`src/rtl/pulse_stretcher.sv`:
```
// Stretches single-cycle request pulses into HIGH_CYCLES-high / GAP_CYCLES-low windows,
// queueing pulses that arrive mid-window in a saturating pending counter.
module pulse_stretcher #(
  parameter  int unsigned HIGH_CYCLES = 4,
  parameter  int unsigned GAP_CYCLES  = 2,
  parameter  int unsigned PEND_DEPTH  = 3,
  localparam int unsigned PW          = $clog2(PEND_DEPTH + 1)
) (
  input  logic          clk,
  input  logic          rst,
  input  logic          pulse_in,
  input  logic          ovf_clr,
  output logic          level_out,
  output logic          busy,
  output logic [PW-1:0] pending,
  output logic          overflow,
  output logic          done
);

  localparam int unsigned MAXC = (HIGH_CYCLES > GAP_CYCLES) ? HIGH_CYCLES : GAP_CYCLES;
  localparam int unsigned CW   = $clog2(MAXC + 1);
  localparam logic [CW-1:0] HIGH_LAST = CW'(HIGH_CYCLES - 1);
  localparam logic [CW-1:0] GAP_LAST  = (GAP_CYCLES == 0) ? '0 : CW'(GAP_CYCLES - 1);
  localparam logic [PW-1:0] PEND_MAX  = PW'(PEND_DEPTH);

  typedef enum logic [1:0] {IDLE, HIGH, GAP} state_t;

  state_t          state, state_nxt;
  logic [CW-1:0]   cnt, cnt_nxt;
  logic [PW-1:0]   pend_nxt;
  logic            ovf_nxt, done_nxt;
  logic            decide;

  // The end-of-window decision happens at the end of GAP, or at the end of HIGH when there is no gap.
  always_comb begin
    decide = ((state == HIGH) && (cnt == HIGH_LAST) && (GAP_CYCLES == 0)) ||
             ((state == GAP)  && (cnt == GAP_LAST));
  end

  always_comb begin
    state_nxt = state;
    cnt_nxt   = cnt + CW'(1);
    pend_nxt  = pending;
    ovf_nxt   = overflow & ~ovf_clr;
    done_nxt  = 1'b0;

    case (state)
      IDLE: begin
        cnt_nxt = '0;
        if (pulse_in) state_nxt = HIGH;
      end
      HIGH: begin
        if (cnt == HIGH_LAST) begin
          cnt_nxt = '0;
          if (GAP_CYCLES != 0) state_nxt = GAP;
        end
      end
      GAP: ;
      default: begin
        state_nxt = IDLE;
        cnt_nxt   = '0;
      end
    endcase

    if (decide) begin
      cnt_nxt = '0;
      if (pending != '0) begin
        state_nxt = HIGH;
        // A pulse on the dequeue edge replaces the dequeued entry.
        if (!pulse_in) pend_nxt = pending - PW'(1);
      end else if (pulse_in) begin
        state_nxt = HIGH;
      end else begin
        state_nxt = IDLE;
        done_nxt  = 1'b1;
      end
    end else if ((state == HIGH || state == GAP) && pulse_in) begin
      if (pending < PEND_MAX) pend_nxt = pending + PW'(1);
      else                    ovf_nxt  = 1'b1;
    end
  end

  always_ff @(posedge clk or negedge rst) begin
    if (!rst) begin
      state    <= IDLE;
      cnt      <= '0;
      pending  <= '0;
      overflow <= 1'b0;
      done     <= 1'b0;
    end else begin
      state    <= state_nxt;
      cnt      <= cnt_nxt;
      pending  <= pend_nxt;
      overflow <= ovf_nxt;
      done     <= done_nxt;
    end
  end

  assign level_out = (state == HIGH);
  assign busy      = (state != IDLE);

endmodule

```
`config.mk`:
```
export PLATFORM = sky130hd
export DESIGN_NAME = pulse_stretcher
export DESIGN_NICKNAME = d
export VERILOG_FILES = /design/src/rtl/pulse_stretcher.sv
export SDC_FILE = /design/constraint.sdc
export NUM_CORES = 1
export LEC_CHECK = 0
export CORE_MARGIN = 1
export CORE_UTILIZATION = 40
export CTS_CLUSTER_SIZE = 10
export DETAILED_ROUTE_END_ITERATION = 16
export PLACE_DENSITY = 0.72
export SLEW_MARGIN = 20
export SYNTH_ARGS = -nofsm -noshare
export SYNTH_HDL_FRONTEND = slang
export SYNTH_SLANG_ARGS = --single-unit
export TNS_END_PERCENT = 1
```
`constraint.sdc`:
```
create_clock -name clk -period 1.6 [get_ports clk]
set_input_delay 0.16 -clock clk [delete_from_list [all_inputs] [get_ports clk]]
set_output_delay 0.16 -clock clk [all_outputs]
set_load 0.01 [all_outputs]
```
==> summary.md <==
| Metric | Value |
|---|---|
| Global routing's busiest layer | `met2` |
| Routability cong. | `0.6776` |
| Global route total overflow | `0` |
| Critical path fanouts, max | `3` |
| Ys async rst share | `100.0%` |
| Internal Pwr Total | `690.7 uW` |
| Total via count after detailed routing | `440` |
| Total core area | `1350 um^2` |
| Final hold vios | `0` |
| Initial standard-cell utilization of the core | `44.49%` |
| Total DRC errors in the routed layout | `0` |
| Antenna violations before repair | `0` |
| Cells after synthesis | `56` |
| Die Outline Area | `1661 um^2` |
| Tmin final | `1500 ps` |
| Fraction of power spent switching nets | `38.16%` |
| Crit start category | `register` |
| Final slew viol count | `0` |
| Critical Path RT | `1750 ps` |
| Post-synthesis area per instance | `10.72 um^2` |
| Post-route clock period utilization | `93.75%` |
| Diode insertion count for antenna repair | `0` |
| Top area cells in the synthesized netlist | `dfrtp_1, ha_1, inv_1` |
| Worst hold-check path type | `primary input to async pin` |
| Clock Latency Late Sink | `260 ps` |
| Global routing usage on met1 | `17.45%` |
| Average detailed-routed wire length per instance | `12.06 um` |
| Quantity of I/O buffers inserted on ports | `9` |
| Most frequent cells after synthesis | `dfrtp_1, inv_1, ha_1` |
| Relative slew slack | `72.22%` |
| Count of antenna-violating nets left after detailed routing | `0` |
| Setup crit end kind | `register` |
| Pre-CTS setup slack | `67.43 ps` |
| Area share of the largest cell type after synthesis | `37.50%` |
| Share of total power in sequential cells | `30.9%` |
| Iteration-0 DRC Markers | `6` |
| H-tree levels | `1` |
| Fraction of power consumed by the clock network | `15.3%` |
| Total cell area at the placement stage | `713.2 um^2` |
| IR drop worst, VDD | `0.0006866 V` |
| CTS tree | `yes` |
| Post-route worst setup slack | `100.1 ps` |
| Total of fill cells in the finished design | `121` |
| Global-route track usage on met2 | `23.02%` |
| First-pass GRT wire length | `1504 um` |
| Count of state elements after synthesis | `9` |
| GR Util met3 | `9.783%` |
| Post-CTS clock slew at the launch and capture registers of the worst setup and hold paths | `60 ps` |
| Height of the die | `40.75 um` |
| Timing-limited maximum frequency | `666.7 MHz` |
| Die Span X | `40.75 um` |
| I/O pin total | `10` |
| Number of iterations in the first detailed-routing pass | `4` |
| Half-perimeter wire length after placement | `801.4 um` |
| Worst EP arrival | `1650 ps` |
| Util after Layout | `54.96%` |
| Synth warnings | `0` |
| RSZ-0062 raised after global routing | `no` |
| Number of nets produced by synthesis | `68` |
| Number of enable flip-flop cells after synthesis | `0` |
| Setup Viol. Count Final | `0` |
| Cell leakage power | `0.3426 nW` |
| Fraction of final layout cells sized beyond drive strength 1 | `20.00%` |
| Start-to-end type of the worst setup path | `register to register` |
| Worst setup startpoint | `cnt[0]$_DFF_PN0_` |
| Setup TNS | `0 ps` |
| Switching power | `426.2 uW` |
| Post-layout net count | `83` |
| Max Clock Skew | `5.986 ps` |
| Avg Vias per Cell | `5.176` |
| Dominant synthesized flop cell | `dfrtp_1` |
| Largest net degree at the start of global routing | `10` |
| Max Cap Viol | `0` |
| Cell area after layout | `742.0 um^2` |
| Detailed Route WL | `1025 um` |
| Sequential-to-total area share from yosys stat | `37.50%` |
| Yosys cell types | `24` |
| Number of buffers created by CTS | `3` |
| Power Density | `1505 nW/um^2` |
| Least-Margin Pin Slew | `415.4 ps` |
| Via count of the first global-routing pass | `363` |
| Overall global routing resource usage | `14.92%` |
| Part of the power in combinational logic | `53.8%` |
| Number of clock sinks | `9` |
| Number of setup buffers added after CTS | `0` |
| Clock root cell | `clkbuf_4` |
| Beginning of the worst register-to-register path | `cnt[0]$_DFF_PN0_` |
| Row cnt | `13` |
| Outcome | `finished, final reports clean` |
| Clk buf depth | `2` |
| Dominant cell type by area after synthesis | `dfrtp_1` |
| Synth-to-Final Area Change | `23.54%` |
| Register-to-register setup slack | `100 ps` |
| Cell area after synthesis | `600.6 um^2` |
==> timing repair <==
action	CTS	global route
gates resized for setup	3	1
hold buffers	0	0
endpoints found under the setup margin	2	2
pin swaps	0	0
==> final cells by class <==
class | count | area [um^2] | share of cell area [%]
Clock buffer | 4 | 26.28 | 3.541
Sequential cell | 9 | 225.2 | 30.35
Inverter | 9 | 33.78 | 4.553
Multi-Input combinational cell | 37 | 335.3 | 45.19
Tap cell | 15 | 18.77 | 2.530
Timing Repair Buffer | 11 | 102.6 | 13.83
==> flip-flops by register name, summed over array words and instances (netlist names) <==
register	cells
done	1
overflow	1
state	2
cnt	3
pending	2
==> critical path: stages, from the launching register on <==
cell,delay (ps)
dfrtp_1,390
ha_1,220
ha_1,200
nor2b_1,200
a211oi_2,90
mux2_4,300
==> power groups by stage <==
| stage | logic (mW) | registers, mW | clock network [mW] |
|---|---|---|---|
| floorplan | 0.428 | 0.351 | 0 |
| global placement | 0.615 | 0.346 | 0 |
| detailed placement | 0.619 | 0.349 | 0 |
| CTS | 0.605 | 0.345 | 0.177 |
| global route | 0.671 | 0.353 | 0.190 |
| finish | 0.601 | 0.345 | 0.171 |
==> stage by stage <==
| step | power, mW | cells | hold WS [ps] |
|---|---|---|---|
| finish | 1.117 | 85 | 198.8 |
| global route | 1.214 | 85 | 250.4 |
| CTS | 1.128 | 85 | 211.5 |
| detailed placement | 0.9679 | 81 | 470.4 |
| global placement | 0.9611 | 81 | 466.9 |
| floorplan | 0.7787 | 56 | -135.6 |
==> routing by layer <==
| metal | part of all wire (%) | vias up | routed length (um) |
|---|---|---|---|
| li1 | - | 225 | - |
| met1 | 49 | 204 | 501 |
| met2 | 45 | 11 | 458 |
| met3 | 6.3 | 0 | 65 |
| met4 | 0 | 0 | 0 |
| met5 | 0 | - | 0 |
==> cells by family (layout without fill, tap and decap cells) <==
| family | Yosys count | count (layout) | share of synthesized area, % |
|---|---|---|---|
| multiplexers | 1 | 1 | 2.499 |
| buffers and inverters | 10 | 24 | 7.499 |
| flip-flops | 9 | 9 | 37.50 |
| adder cells (fa/ha/maj) | 8 | 8 | 16.67 |
| AO/OA/AOI/OAI | 11 | 11 | 15.83 |
| AND/OR/NAND/NOR | 17 | 17 | 20.00 |
==> path summary, 6_finish.rpt <==
check                                  endpoint  cells after the start
max                        state[1]$_DFFE_PN0P_                      5
max in group asynchronous      cnt[2]$_DFF_PN0_                      1
max reg2reg                state[1]$_DFFE_PN0P_                      5
min reg2reg                    cnt[0]$_DFF_PN0_                      1
min in group clk               cnt[0]$_DFF_PN0_                      1
min                        state[1]$_DFFE_PN0P_                      1
==> cells in the final DEF, fill, tap and decap left out <==
master and n:
and2_1 2, a221oi_2 1, nand2_1 1, clkdlybuf4s50_1 7, dlygate4sd2_1 2, o22ai_1 3
buf_4 2, dfrtp_1 9, nor2b_1 1, and4bb_1 1, nand2b_4 1, nor3b_1 2
nor2_1 3, nand3b_1 1, ha_2 2, o31ai_1 1, a22oi_1 2, o2bb2ai_1 1
o21ai_1 1, mux2_4 1, a211oi_2 2, and3b_2 1, clkbuf_4 3, nor3_1 1
clkbuf_1 1, nor3b_2 1, inv_1 9, nand3_1 2, ha_1 6
Power figures use the tool's default switching activity.
